--- config.mk ---
export PLATFORM = sky130hd
export DESIGN_NAME = id_ex_stage_flat
export DESIGN_NICKNAME = d
export VERILOG_FILES = /design/src/rtl/id_ex_stage_pkg.sv /design/src/rtl/id_ex_stage_if.sv /design/src/rtl/id_ex_stage_fwd_unit.sv /design/src/rtl/id_ex_stage.sv /design/src/flat_wrapper.sv
export SDC_FILE = /design/constraint.sdc
export NUM_CORES = 1
export LEC_CHECK = 0
export CAP_MARGIN = 20
export CORE_MARGIN = 1.5
export CORE_UTILIZATION = 46
export DETAILED_ROUTE_END_ITERATION = 7
export PLACE_DENSITY = 0.87
export SKIP_CTS_REPAIR_TIMING = 1
export SLEW_MARGIN = 30
export SYNTH_ARGS = -nofsm -noshare
export SYNTH_HDL_FRONTEND = slang
export SYNTH_SLANG_ARGS = --single-unit
--- constraint.sdc ---
create_clock -name clk_i -period 3.33 [get_ports clk_i]
set_input_delay 0.666 -clock clk_i [delete_from_list [all_inputs] [get_ports clk_i]]
set_output_delay 0.666 -clock clk_i [all_outputs]
set_load 0.1 [all_outputs]
--- src/rtl/id_ex_stage_pkg.sv ---
// ALU definitions shared by the ID/EX stage and the ALU: control codes,
// ALUOp encodings, R-type funct values and the ALUOp/funct decoder.
package id_ex_stage_pkg;

   typedef enum logic [2:0] {
      ALU_AND = 3'b000,
      ALU_OR  = 3'b001,
      ALU_ADD = 3'b010,
      ALU_MUL = 3'b011,
      ALU_SUB = 3'b110
   } alu_ctrl_e;

   typedef enum logic [1:0] {
      ALUOP_ADD   = 2'b00,
      ALUOP_SUB   = 2'b01,
      ALUOP_RTYPE = 2'b10,
      ALUOP_OR    = 2'b11
   } alu_op_e;

   localparam logic [5:0] FUNCT_ADD = 6'b100000;
   localparam logic [5:0] FUNCT_SUB = 6'b100010;
   localparam logic [5:0] FUNCT_AND = 6'b100100;
   localparam logic [5:0] FUNCT_OR  = 6'b100101;
   localparam logic [5:0] FUNCT_MUL = 6'b011000;

   typedef struct packed {
      alu_ctrl_e ctrl;
      logic      unsupported;
   } alu_dec_t;

   // Unsupported R-type funct values fall back to ADD so the ALU stays benign.
   function automatic alu_dec_t alu_decode(input logic [1:0] aluop, input logic [5:0] funct);
      alu_dec_t d;
      d.ctrl        = ALU_ADD;
      d.unsupported = 1'b0;
      case (aluop)
         ALUOP_ADD: d.ctrl = ALU_ADD;
         ALUOP_SUB: d.ctrl = ALU_SUB;
         ALUOP_OR:  d.ctrl = ALU_OR;
         default: begin
            case (funct)
               FUNCT_ADD: d.ctrl = ALU_ADD;
               FUNCT_SUB: d.ctrl = ALU_SUB;
               FUNCT_AND: d.ctrl = ALU_AND;
               FUNCT_OR:  d.ctrl = ALU_OR;
               FUNCT_MUL: d.ctrl = ALU_MUL;
               default: begin
                  d.ctrl        = ALU_ADD;
                  d.unsupported = 1'b1;
               end
            endcase
         end
      endcase
      return d;
   endfunction

endpackage

--- src/rtl/id_ex_stage_if.sv ---
// Bus between decode, the ID/EX register, the later pipe stages (forwarding
// sources) and the ALU. The stage is the slave; the surrounding pipeline is the master.
interface id_ex_stage_if #(
   parameter int DW = 32,
   parameter int AW = 5
);
   import id_ex_stage_pkg::*;

   logic          valid_i;
   logic          RegWrite_i;
   logic          ALUSrc_i;
   logic [1:0]    ALUOp_i;
   logic [5:0]    funct_i;
   logic [DW-1:0] rs_data_i;
   logic [DW-1:0] rt_data_i;
   logic [DW-1:0] imm_i;
   logic [AW-1:0] rs_addr_i;
   logic [AW-1:0] rt_addr_i;
   logic [AW-1:0] rd_addr_i;

   logic          exmem_RegWrite_i;
   logic [AW-1:0] exmem_rd_i;
   logic [DW-1:0] exmem_data_i;
   logic          memwb_RegWrite_i;
   logic [AW-1:0] memwb_rd_i;
   logic [DW-1:0] memwb_data_i;

   logic [DW-1:0] data1_o;
   logic [DW-1:0] data2_o;
   logic [2:0]    ALUCtrl_o;
   logic          valid_o;
   logic          RegWrite_o;
   logic [AW-1:0] rd_addr_o;
   logic          illegal_o;

   modport master (
      output valid_i, RegWrite_i, ALUSrc_i, ALUOp_i, funct_i,
             rs_data_i, rt_data_i, imm_i, rs_addr_i, rt_addr_i, rd_addr_i,
             exmem_RegWrite_i, exmem_rd_i, exmem_data_i,
             memwb_RegWrite_i, memwb_rd_i, memwb_data_i,
      input  data1_o, data2_o, ALUCtrl_o, valid_o, RegWrite_o, rd_addr_o, illegal_o
   );

   modport slave (
      input  valid_i, RegWrite_i, ALUSrc_i, ALUOp_i, funct_i,
             rs_data_i, rt_data_i, imm_i, rs_addr_i, rt_addr_i, rd_addr_i,
             exmem_RegWrite_i, exmem_rd_i, exmem_data_i,
             memwb_RegWrite_i, memwb_rd_i, memwb_data_i,
      output data1_o, data2_o, ALUCtrl_o, valid_o, RegWrite_o, rd_addr_o, illegal_o
   );

endinterface

--- src/rtl/id_ex_stage_fwd_unit.sv ---
// Per-operand forwarding select. The nearer EX/MEM result beats MEM/WB;
// register 0 is hard-wired zero and is never forwarded.
module id_ex_stage_fwd_unit #(
   parameter int DW = 32,
   parameter int AW = 5
) (
   input  logic [AW-1:0] i_reg_addr,
   input  logic [DW-1:0] i_reg_data,
   input  logic          i_exmem_we,
   input  logic [AW-1:0] i_exmem_rd,
   input  logic [DW-1:0] i_exmem_data,
   input  logic          i_memwb_we,
   input  logic [AW-1:0] i_memwb_rd,
   input  logic [DW-1:0] i_memwb_data,
   output logic [DW-1:0] o_data
);

   logic w_nonzero;
   logic w_hit_exmem;
   logic w_hit_memwb;

   assign w_nonzero   = (i_reg_addr != '0);
   assign w_hit_exmem = w_nonzero && i_exmem_we && (i_exmem_rd == i_reg_addr);
   assign w_hit_memwb = w_nonzero && i_memwb_we && (i_memwb_rd == i_reg_addr);

   // Priority mux: EX/MEM, then MEM/WB, then the latched register-file value.
   always_comb begin
      o_data = i_reg_data;
      if (w_hit_exmem)      o_data = i_exmem_data;
      else if (w_hit_memwb) o_data = i_memwb_data;
   end

endmodule

--- src/rtl/id_ex_stage.sv ---
// ID/EX pipeline register. Latches decoded operands and control, decodes the
// ALU control code at capture, and forwards later-stage results onto the ALU
// operands combinationally from the latched register indices.
module id_ex_stage
   import id_ex_stage_pkg::*;
#(
   parameter int DW = 32,
   parameter int AW = 5
) (
   input  logic           clk_i,
   input  logic           rst_i,
   input  logic           stall_i,
   input  logic           flush_i,
   id_ex_stage_if.slave   bus
);

   logic          r_valid;
   logic          r_regwrite;
   logic          r_alusrc;
   alu_ctrl_e     r_aluctrl;
   logic          r_illegal;
   logic [DW-1:0] r_rs_data;
   logic [DW-1:0] r_rt_data;
   logic [DW-1:0] r_imm;
   logic [AW-1:0] r_rs_addr;
   logic [AW-1:0] r_rt_addr;
   logic [AW-1:0] r_rd_addr;

   alu_dec_t      w_dec;
   logic [DW-1:0] w_fwd_rs;
   logic [DW-1:0] w_fwd_rt;

   assign w_dec = alu_decode(bus.ALUOp_i, bus.funct_i);

   // Stage register update: reset, then flush (bubble), then stall (hold), then capture.
   always_ff @(posedge clk_i) begin
      if (rst_i) begin
         r_valid    <= 1'b0;
         r_regwrite <= 1'b0;
         r_alusrc   <= 1'b0;
         r_aluctrl  <= ALU_AND;
         r_illegal  <= 1'b0;
         r_rs_data  <= '0;
         r_rt_data  <= '0;
         r_imm      <= '0;
         r_rs_addr  <= '0;
         r_rt_addr  <= '0;
         r_rd_addr  <= '0;
      end else if (flush_i) begin
         r_valid    <= 1'b0;
         r_regwrite <= 1'b0;
         r_alusrc   <= 1'b0;
         r_aluctrl  <= ALU_ADD;
         r_illegal  <= 1'b0;
         r_rs_data  <= '0;
         r_rt_data  <= '0;
         r_imm      <= '0;
         r_rs_addr  <= '0;
         r_rt_addr  <= '0;
         r_rd_addr  <= '0;
      end else if (!stall_i) begin
         r_valid    <= bus.valid_i;
         r_regwrite <= bus.RegWrite_i & bus.valid_i;
         r_alusrc   <= bus.ALUSrc_i;
         r_aluctrl  <= w_dec.ctrl;
         r_illegal  <= w_dec.unsupported & bus.valid_i;
         r_rs_data  <= bus.rs_data_i;
         r_rt_data  <= bus.rt_data_i;
         r_imm      <= bus.imm_i;
         r_rs_addr  <= bus.rs_addr_i;
         r_rt_addr  <= bus.rt_addr_i;
         r_rd_addr  <= bus.rd_addr_i;
      end
   end

   id_ex_stage_fwd_unit #(.DW(DW), .AW(AW)) u_fwd_rs (
      .i_reg_addr   (r_rs_addr),
      .i_reg_data   (r_rs_data),
      .i_exmem_we   (bus.exmem_RegWrite_i),
      .i_exmem_rd   (bus.exmem_rd_i),
      .i_exmem_data (bus.exmem_data_i),
      .i_memwb_we   (bus.memwb_RegWrite_i),
      .i_memwb_rd   (bus.memwb_rd_i),
      .i_memwb_data (bus.memwb_data_i),
      .o_data       (w_fwd_rs)
   );

   id_ex_stage_fwd_unit #(.DW(DW), .AW(AW)) u_fwd_rt (
      .i_reg_addr   (r_rt_addr),
      .i_reg_data   (r_rt_data),
      .i_exmem_we   (bus.exmem_RegWrite_i),
      .i_exmem_rd   (bus.exmem_rd_i),
      .i_exmem_data (bus.exmem_data_i),
      .i_memwb_we   (bus.memwb_RegWrite_i),
      .i_memwb_rd   (bus.memwb_rd_i),
      .i_memwb_data (bus.memwb_data_i),
      .o_data       (w_fwd_rt)
   );

   assign bus.data1_o    = w_fwd_rs;
   assign bus.data2_o    = r_alusrc ? r_imm : w_fwd_rt;
   assign bus.ALUCtrl_o  = r_aluctrl;
   assign bus.valid_o    = r_valid;
   assign bus.RegWrite_o = r_regwrite;
   assign bus.rd_addr_o  = r_rd_addr;
   assign bus.illegal_o  = r_illegal;

endmodule

--- src/flat_wrapper.sv ---
// flat-port wrapper written by rule: the top's interface ports become plain ports
module id_ex_stage_flat import id_ex_stage_pkg::*;
#(
   parameter int DW = 32,
   parameter int AW = 5
)
  (clk_i, rst_i, stall_i, flush_i, bus_valid_i, bus_RegWrite_i, bus_ALUSrc_i, bus_ALUOp_i, bus_funct_i, bus_rs_data_i, bus_rt_data_i, bus_imm_i, bus_rs_addr_i, bus_rt_addr_i, bus_rd_addr_i, bus_exmem_RegWrite_i, bus_exmem_rd_i, bus_exmem_data_i, bus_memwb_RegWrite_i, bus_memwb_rd_i, bus_memwb_data_i, bus_data1_o, bus_data2_o, bus_ALUCtrl_o, bus_valid_o, bus_RegWrite_o, bus_rd_addr_o, bus_illegal_o);
  id_ex_stage_if #(.DW(DW), .AW(AW)) bus_i ();
  input  logic clk_i;
  input  logic rst_i;
  input  logic stall_i;
  input  logic flush_i;
  input wire logic [$bits(bus_i.valid_i)-1:0] bus_valid_i;
  input wire logic [$bits(bus_i.RegWrite_i)-1:0] bus_RegWrite_i;
  input wire logic [$bits(bus_i.ALUSrc_i)-1:0] bus_ALUSrc_i;
  input wire logic [$bits(bus_i.ALUOp_i)-1:0] bus_ALUOp_i;
  input wire logic [$bits(bus_i.funct_i)-1:0] bus_funct_i;
  input wire logic [$bits(bus_i.rs_data_i)-1:0] bus_rs_data_i;
  input wire logic [$bits(bus_i.rt_data_i)-1:0] bus_rt_data_i;
  input wire logic [$bits(bus_i.imm_i)-1:0] bus_imm_i;
  input wire logic [$bits(bus_i.rs_addr_i)-1:0] bus_rs_addr_i;
  input wire logic [$bits(bus_i.rt_addr_i)-1:0] bus_rt_addr_i;
  input wire logic [$bits(bus_i.rd_addr_i)-1:0] bus_rd_addr_i;
  input wire logic [$bits(bus_i.exmem_RegWrite_i)-1:0] bus_exmem_RegWrite_i;
  input wire logic [$bits(bus_i.exmem_rd_i)-1:0] bus_exmem_rd_i;
  input wire logic [$bits(bus_i.exmem_data_i)-1:0] bus_exmem_data_i;
  input wire logic [$bits(bus_i.memwb_RegWrite_i)-1:0] bus_memwb_RegWrite_i;
  input wire logic [$bits(bus_i.memwb_rd_i)-1:0] bus_memwb_rd_i;
  input wire logic [$bits(bus_i.memwb_data_i)-1:0] bus_memwb_data_i;
  output wire logic [$bits(bus_i.data1_o)-1:0] bus_data1_o;
  output wire logic [$bits(bus_i.data2_o)-1:0] bus_data2_o;
  output wire logic [$bits(bus_i.ALUCtrl_o)-1:0] bus_ALUCtrl_o;
  output wire logic [$bits(bus_i.valid_o)-1:0] bus_valid_o;
  output wire logic [$bits(bus_i.RegWrite_o)-1:0] bus_RegWrite_o;
  output wire logic [$bits(bus_i.rd_addr_o)-1:0] bus_rd_addr_o;
  output wire logic [$bits(bus_i.illegal_o)-1:0] bus_illegal_o;
  assign bus_i.valid_i = bus_valid_i;
  assign bus_i.RegWrite_i = bus_RegWrite_i;
  assign bus_i.ALUSrc_i = bus_ALUSrc_i;
  assign bus_i.ALUOp_i = bus_ALUOp_i;
  assign bus_i.funct_i = bus_funct_i;
  assign bus_i.rs_data_i = bus_rs_data_i;
  assign bus_i.rt_data_i = bus_rt_data_i;
  assign bus_i.imm_i = bus_imm_i;
  assign bus_i.rs_addr_i = bus_rs_addr_i;
  assign bus_i.rt_addr_i = bus_rt_addr_i;
  assign bus_i.rd_addr_i = bus_rd_addr_i;
  assign bus_i.exmem_RegWrite_i = bus_exmem_RegWrite_i;
  assign bus_i.exmem_rd_i = bus_exmem_rd_i;
  assign bus_i.exmem_data_i = bus_exmem_data_i;
  assign bus_i.memwb_RegWrite_i = bus_memwb_RegWrite_i;
  assign bus_i.memwb_rd_i = bus_memwb_rd_i;
  assign bus_i.memwb_data_i = bus_memwb_data_i;
  assign bus_data1_o = bus_i.data1_o;
  assign bus_data2_o = bus_i.data2_o;
  assign bus_ALUCtrl_o = bus_i.ALUCtrl_o;
  assign bus_valid_o = bus_i.valid_o;
  assign bus_RegWrite_o = bus_i.RegWrite_o;
  assign bus_rd_addr_o = bus_i.rd_addr_o;
  assign bus_illegal_o = bus_i.illegal_o;
  id_ex_stage #(.DW(DW), .AW(AW)) u_core (.clk_i(clk_i), .rst_i(rst_i), .stall_i(stall_i), .flush_i(flush_i), .bus(bus_i));
endmodule
; After elaboration in Yosys (flattened, before gate mapping)
; Cells that the tools add are included.
[classes]
add_sub_neg = 0
mul = 0
div_mod_pow = 0
order_cmp = 0
eq_ne = 12
shifts = 0
muxes = 11
bitwise_logic = 2
reduce_logical = 14
[ops]
columns = op, count
row1 = $mux 32, 5
row2 = $eq 6x6->1 const B, 4
row3 = $eq 5x5->1, 4
row4 = $pmux 3 s4, 1
row5 = $reduce_bool 5->1, 2
row6 = $pmux 3 s3, 1
row7 = $logic_and 1x1->1, 8
row8 = $eq 6x5->1 const B, 1
row9 = $reduce_or 5->1, 1
row10 = $mux 2, 2
row11 = $reduce_or 3->1, 1
row12 = $and 1x1->1, 2
row13 = $eq 2x1->1 const B, 1
row14 = $eq 2x2->1 const B, 1
row15 = $logic_not 2->1, 1
row16 = $mux 1, 2
row17 = $ne 2x1->1 const B, 1
row18 = $reduce_or 2->1, 1
[word_totals]
regBits = 118
latch_bits = 0
mem_bits_rw = 0
rom_bits = 0
in_bits = 202
out_inout_bits = 75
mem_count = 0

; Logic depth before layout (Yosys ltp)
; Gate-level depths: netlist of the first run.
[logic_depth]
word_depth = 6
ltp_mapped = 6

; Cells and area by module
; From an unflattened synthesis of the first run, not the netlist that was laid out.
[unflattened]
hier_cells = 772
area_unflattened_um2 = 6703.9
[modules_own_cells]
columns = module, n_inst, cells_each, area_each_um2, seq_area_each_um2
row1 = id_ex_stage, 1, 434, 4807.1, 2362.3
row2 = id_ex_stage_fwd_unit, 2, 169, 948.4, 0.0

; Worst setup path after synthesis of the first run
; OpenSTA, ideal clock, no wires.
[synth_path]
path_type = input to output
from = in bus_memwb_rd_i[2]
to = out bus_data2_o[12]
arrival_ns = 3.874
t_required_ns = 2.664
slack_ns = -1.210
path_stages = 4
n_path_buf = 0
cell_sequence = or3_4 a211oi_4 mux2i_1 a221oi_1
[synth_via]
elab_chain_cells = 5
[synth_rtl]
columns = element, line_no
row1 = from (decl), flat_wrapper.sv:28  ; input wire logic [$bits(bus_i.memwb_rd_i)-1:0] bus_memwb_rd_i;
row2 = $eq 5x5->1, id_ex_stage_fwd_unit.sv:24  ; assign w_hit_memwb = w_nonzero && i_memwb_we && (i_memwb_rd == i_reg_addr);
row3 = $logic_and 1x1->1, id_ex_stage_fwd_unit.sv:24
row4 = $mux 32, id_ex_stage_fwd_unit.sv:30  ; else if (w_hit_memwb) o_data = i_memwb_data;
row5 = $mux 32, id_ex_stage_fwd_unit.sv:29  ; if (w_hit_exmem) o_data = i_exmem_data;
row6 = $mux 32, id_ex_stage.sv:101  ; assign bus.data2_o = r_alusrc ? r_imm : w_fwd_rt;
row7 = to (decl), flat_wrapper.sv:31  ; output wire logic [$bits(bus_i.data2_o)-1:0] bus_data2_o;
; No other way between the ends.

; Final worst setup path of the first run
[layout_path]
from = reg u_core.r_rt_addr[0]
to = out bus_data2_o[30]
[layout_via]
elab_chain_cells = 6
elab_cells_between_ends = 10
cone_classes = 2 x eq/ne / 3 x mux / 5 x reduce/logical
[layout_rtl]
columns = element, line_no
row1 = from (decl), id_ex_stage.sv:26  ; logic [AW-1:0] r_rt_addr;
row2 = from (signal assigned), id_ex_stage.sv:71  ; r_rt_addr <= bus.rt_addr_i;
row3 = $reduce_bool 5->1, id_ex_stage_fwd_unit.sv:22  ; assign w_nonzero = (i_reg_addr != '0);
row4 = $logic_and 1x1->1 (2 in a row), id_ex_stage_fwd_unit.sv:24
row5 = $mux 32, id_ex_stage_fwd_unit.sv:30
row6 = $mux 32 *, id_ex_stage_fwd_unit.sv:29
row7 = $mux 32 *, id_ex_stage.sv:101
; Mark *: on every way between the ends. The rest lies on a longest branch, timed or not.

==> results.py, run 1 <==
metrics = {
    "global_route": {
        "grt_pass1_wl_um": 31600,
        "grt_max_degree": 118,
        "grt_usage_pct": 28.4,
        "grt_pass1_vias": 6231,
        "overflow": 0,
        "antenna_found_initial": 0,
    },
    "synthesis": {
        "yosysUniqueCellTypes": 37,
        "synth_area_per_cell_um2": 9.29,
        "ys.flop_type": "dfxtp_1",
        "synth.most_common_cell": "mux2i_1",
        "seq_area_frac_synth_pct": 37.5,
        "synthCells": 678,
        "synth_edf_count": 0,
        "synth.cell_area_um2": 6300,
        "ys_ff_latch": 118,
        "synth.net_count": 880,
        "yosys_warnings": 0,
        "synth_top_cell_area_share_pct": 37.5,
        "yosys.area.top_type": "dfxtp_1",
        "synthTopCellsByCount": "mux2i_1 (177), dfxtp_1 (118), nor2_1 (117)",
        "synth.area.top_cells": "dfxtp_1 (38%), mux2i_1 (28%), a221oi_2 (7.2%), nor2_1 (7.0%), nor2b_1 (3.3%)",
        "synth-async-reset-ratio_pct": 0,
    },
    "routing": {
        "drtPass1Iterations": 4,
        "drtIter0Drc": 325,
        "num_vias": 6067,
        "wl_per_cell_um": 19.0,
        "via_per_inst": 5.33,
        "drc": 0,
        "antenna_left": 0,
        "drt_wl_total_um": 21600,
    },
    "power_and_ir_drop": {
        "ir_drop_mv": 0.296,
        "power_density_nw_per_um2": 405,
        "leakagePower_nw": 4.53,
    },
    "place": {
        "dp_hpwl_um": 14700,
        "dpl_cell_area_um2": 10100,
        "gp_congestion": 0.873,
        "portBuffers": 276,
        "dp.cells": 1100,
    },
    "cts": {
        "cts_root_buffer": "clkbuf_16",
        "cts_buffers": 17,
        "clk_pin_slew_worst_paths_ps": 50,
        "htree_levels": 4,
        "cts_buffer_depth": 2,
        "clock_latency_ps": 410,
        "cts_tree": "yes",
        "cts.sinks": 118,
    },
    "worst_hold_path": {
        "hold_start": "u_core.bus.ALUCtrl_o[0]$_SDFFE_PP0N_",
        "hp-class": "reg -> reg",
    },
    "die": {
        "initial_core_util_pct": 47.4,
        "die_h_um": 120,
        "die_w_um": 120,
        "die_area_um2": 14400,
        "coreArea_um2": 13300,
        "num_rows": 42,
        "io_pins": 277,
    },
    "sta": {
        "worst_pin_slew_ps": 654,
        "finalHoldViolCount": 0,
        "max_freq_mhz": 309,
        "finalCritPeriodShare_pct": 97.0,
        "final-setup-viol-count": 0,
        "skew_ps": 0,
        "min_period_ps": 3230,
        "slew_headroom_pct": 56.3,
        "report.final.slew_viol_count": 0,
        "holdWs_ps": 475,
        "rsz0062_at_grt": "no",
    },
    "critical_path": {
        "cp-end-kind": "output port",
        "rr_startpoint": "u_core.r_alusrc$_SDFFE_PP0N_",
        "arrival_ps": 2570,
        "cp-startpoint": "u_core.r_rt_addr[0]$_SDFFE_PP0N_",
        "critPathKind": "reg -> out",
        "crit_fanout": 6,
        "worstPathRequired_ps": 2660,
        "startpoint_type": "flop",
    },
    "layout": {
        "drive_above_1_share_pct": 22.1,
        "final_cells": 1139,
        "area_growth_pct": 76.3,
        "finalInstanceArea_um2": 11100,
        "antennaDiodeCount": 0,
        "final_util_pct": 83.5,
        "final_nets": 1153,
    },
    "flow_run": {
        "max_cap_violations": 0,
    },
    "status": {
        "outcome": "completed",
    },
}
[layout make-up]
cell class                 instances  area (µm²)
fill                             749        2190
sequential                       118        2360
tap                              176         220
clock inverter                     9         125
multi-input combinational        478        3880
timing repair buffer             302        3910
clock buffer                      22         474
inverter                          34         128
[metal layers]
metal | GRT usage, % | part of all wire, % | wire length [µm]
met1 | 30.7 | 39 | 8350
met2 | 51.5 | 52 | 11200
met3 | 7.84 | 6.1 | 1310
met4 | 12.0 | 3.6 | 780
met5 | 0 | 0 | 0
[registers in the layout, summed over array words and instances, names as in the netlist]
name and count:
u_core.r_imm 32, u_core.r_rs_data 32, u_core.r_rt_data 32, u_core.bus.rd_addr_o 5, u_core.r_rs_addr 5, u_core.r_rt_addr 5
u_core.bus.ALUCtrl_o 3, u_core.bus.RegWrite_o 1, u_core.bus.illegal_o 1, u_core.bus.valid_o 1, u_core.r_alusrc 1
[stage by stage]
stage / total power, mW / setup TNS [ps] / setup slack (ps)
5_1_grt: 4.65 / 0 / 9.79
3_3_place_gp: 2.63 / -1460 / -63.1
3_5_place_dp: 2.64 / -1710 / -91.9
2_1_floorplan: 2.12 / -12800 / -409
6_report: 4.50 / 0 / 98.5
4_1_cts: 4.50 / -1850 / -97.7
[power breakdown]
group / switching, mW / internal, mW
Combinational: 0.619 / 0.535
Sequential: 0.0328 / 1.46
Clock: 0.629 / 1.22
Total: 1.28 / 3.22
[layout by cell type, fill, tap and decap left out, drive strengths merged, types with 2 or more instances in the layout]
cell type,n
nand4,2
buf,90
dlymetal6s2s,11
xnor2,11
nor2b,33
a21oi,5
o21ai,33
clkinv,4
inv,34
nand2,37
clkinvlp,2
a221oi,32
nand3,2
clkdlybuf4s50,189
clkbuf,34
nor2,117
bufinv,3
xor2,7
mux2i,177
nor4,5
nor3,2
dfxtp,118
[final timing paths]
kind | cells after the start | slack (ps) | to
min reg2reg | 2 | 480 | u_core.bus.ALUCtrl_o[0]$_SDFFE_PP0N_
min | 2 | 480 | u_core.bus.ALUCtrl_o[0]$_SDFFE_PP0N_
max | 8 | 100 | bus_data2_o[30]
max reg2reg | 2 | 2260 | u_core.r_alusrc$_SDFFE_PP0N_
[worst max-delay path, cell delays in order, from the launching register on]
cell,delay (ps)
dfxtp_1,430
nor4_2,100
or3_4,350
a211oi_4,270
buf_12,180
clkbuf_16,180
mux2i_1,90
a221oi_2,320
buf_12,220
[cell families (layout without fill, tap and decap cells)]
kind of cell / after synthesis / after routing / synth area share [%]
muxes: 177 / 177 / 28.1
buffers and inverters: 82 / 367 / 5.54
AOI/OAI and AO/OA: 76 / 76 / 11.4
xor gates and xnor gates: 18 / 18 / 2.50
and+or+nand+nor: 207 / 207 / 14.9
DFF: 118 / 118 / 37.5
No activity file was read; power rests on OpenSTA's default activity.
==> inputs of run 2 (changes only) <==
- CTS_BUF_LIST: not set -> sky130_fd_sc_hd__clkbuf_8 sky130_fd_sc_hd__clkbuf_16
==> run 2 against run 1 <==
  * Wire length is essentially flat
  * Hold slack is the same
  * Via count is essentially flat
  * Setup slack is essentially flat
  * Sequential share of layout area is the same
  * Sequential cell count is the same
  * Final area is the same
  * Clock power is essentially flat
  * First-iteration DRC count shrank 0.31%
  * Critical path depth is the same
  * Largest cell class unchanged
  * Largest power group unchanged
  * Highest routed layer unchanged
==> results.py, run 2 (synthesis results as in run 1) <==
metrics = {
    "status": {
        "outcome": "completed",
    },
    "power_and_ir_drop": {
        "fin_total_pwr_mw": 4.49,
        "leakagePower_nw": 4.54,
        "ir_drop_mv": 0.296,
        "power_density_nw_per_um2": 405,
    },
    "cts": {
        "cts_root_buffer": "clkbuf_16",
        "htree_levels": 4,
        "cts_buffer_depth": 2,
        "cts_buffers": 17,
        "clock_latency_ps": 410,
        "clk_pin_slew_worst_paths_ps": 50,
        "cts.sinks": 118,
        "cts_tree": "yes",
    },
    "place": {
        "dp_hpwl_um": 14700,
        "gp_congestion": 0.873,
        "portBuffers": 276,
    },
    "sta": {
        "rsz0062_at_grt": "no",
        "report.final.slew_viol_count": 0,
        "max_freq_mhz": 309,
        "worst_pin_slew_ps": 656,
        "skew_ps": 0,
        "finalCritPeriodShare_pct": 97.0,
        "final-setup-viol-count": 0,
        "finalHoldViolCount": 0,
        "slew_headroom_pct": 56.2,
        "min_period_ps": 3230,
    },
    "layout": {
        "multi_input_area_um2": 3880,
        "mostFrequentLayoutCells": "clkdlybuf4s50_1 (189), mux2i_1 (171), dfxtp_1 (118)",
        "final_util_pct": 83.5,
        "register_area_um2": 2360,
        "area_growth_pct": 76.3,
        "drive_above_1_share_pct": 22.1,
        "antennaDiodeCount": 0,
        "fillCellCount": 749,
        "mostFrequentLayoutCell": "clkdlybuf4s50_1",
        "largestRegisters": "u_core.r_imm: 32 flops, u_core.r_rs_data: 32 flops, u_core.r_rt_data: 32 flops",
        "final_nets": 1153,
    },
    "flow_run": {
        "max_cap_violations": 0,
    },
    "routing": {
        "drtIter0Drc": 324,
        "num_vias": 6071,
        "wl_met1_um": 8300,
        "via_per_inst": 5.33,
        "wl_met2_um": 11200,
        "antenna_left": 0,
        "wl_met3_um": 1310,
        "drc": 0,
        "top_layer_used": "met4",
        "wl_per_cell_um": 19.0,
        "drtPass1Iterations": 4,
        "drt_wl_total_um": 21600,
    },
    "die": {
        "num_rows": 42,
        "io_pins": 277,
        "die_area_um2": 14400,
        "die_w_um": 120,
        "initial_core_util_pct": 47.4,
        "coreArea_um2": 13300,
        "die_h_um": 120,
    },
    "worst_hold_path": {
        "hp-class": "reg -> reg",
    },
    "critical_path": {
        "crit_fanout": 6,
        "worstPathRequired_ps": 2660,
        "startpoint_type": "flop",
        "critPathKind": "reg -> out",
        "cp-end-kind": "output port",
        "arrival_ps": 2570,
    },
    "global_route": {
        "grt_pass1_vias": 6231,
        "grt_usage_pct": 28.4,
        "antenna_found_initial": 0,
        "grt_max_degree": 118,
        "overflow": 0,
        "grt_pass1_wl_um": 31600,
    },
}
[run 2: changes by cell type in the layout (fill, tap and decap cells not counted)]
cell      before  now
inv_1         33   35
clkbuf_1       2    0
[run 2: layer usage]
metal	vias to the layer above	track usage, %
met3	54	7.84
met5	-	0
met1	2882	30.7
met4	0	12.0
li1	2912	-
met2	223	51.5
[run 2: final timing paths]
check / cells after the start / endpoint / slack [ps] / startpoint
worst max-delay path: 8 / bus_data2_o[30] / 100 / u_core.r_rt_addr[0]$_SDFFE_PP0N_
worst min-delay path: 2 / u_core.bus.ALUCtrl_o[0]$_SDFFE_PP0N_ / 480 / u_core.bus.ALUCtrl_o[0]$_SDFFE_PP0N_
worst max register to register: 2 / u_core.r_alusrc$_SDFFE_PP0N_ / 2260 / u_core.r_alusrc$_SDFFE_PP0N_
worst min register to register: 2 / u_core.bus.ALUCtrl_o[0]$_SDFFE_PP0N_ / 480 / u_core.bus.ALUCtrl_o[0]$_SDFFE_PP0N_
[run 2: power by group]
group	total [mW]	internal [mW]	switching, mW
clock network	1.85	1.22	0.629
logic	1.15	0.535	0.619
registers	1.49	1.46	0.0327
total	4.49	3.21	1.28
[run 2: layout make-up]
type,count,share of cell area [%]
Timing Repair Buffer,302,35.3
Multi-Input combinational cell,478,34.9
Sequential cell,118,21.3
Clock buffer,20,4.20
Tap cell,176,1.98
Clock inverter,11,1.19
Inverter,34,1.15
[run 2: critical path: stages (launching register included)]
cell and delay (ps):
dfxtp_1 430, nor4_2 100, or3_4 350, a211oi_4 270
buf_12 180, clkbuf_16 180, mux2i_1 90, a221oi_2 320
buf_12 220
[run 2: through the flow]
step	setup TNS (ps)	worst slack [ps]	instance area (µm²)	hold WS [ps]	std cells
after floorplan	-12800	-409	6430	463	678
after global placement	-1460	-63.1	10100	451	1100
after detailed placement	-1710	-91.9	10100	467	1100
after CTS	-1850	-97.7	10700	476	1131
after global routing	0	9.79	11100	492	1139
final	0	98.7	11100	475	1139
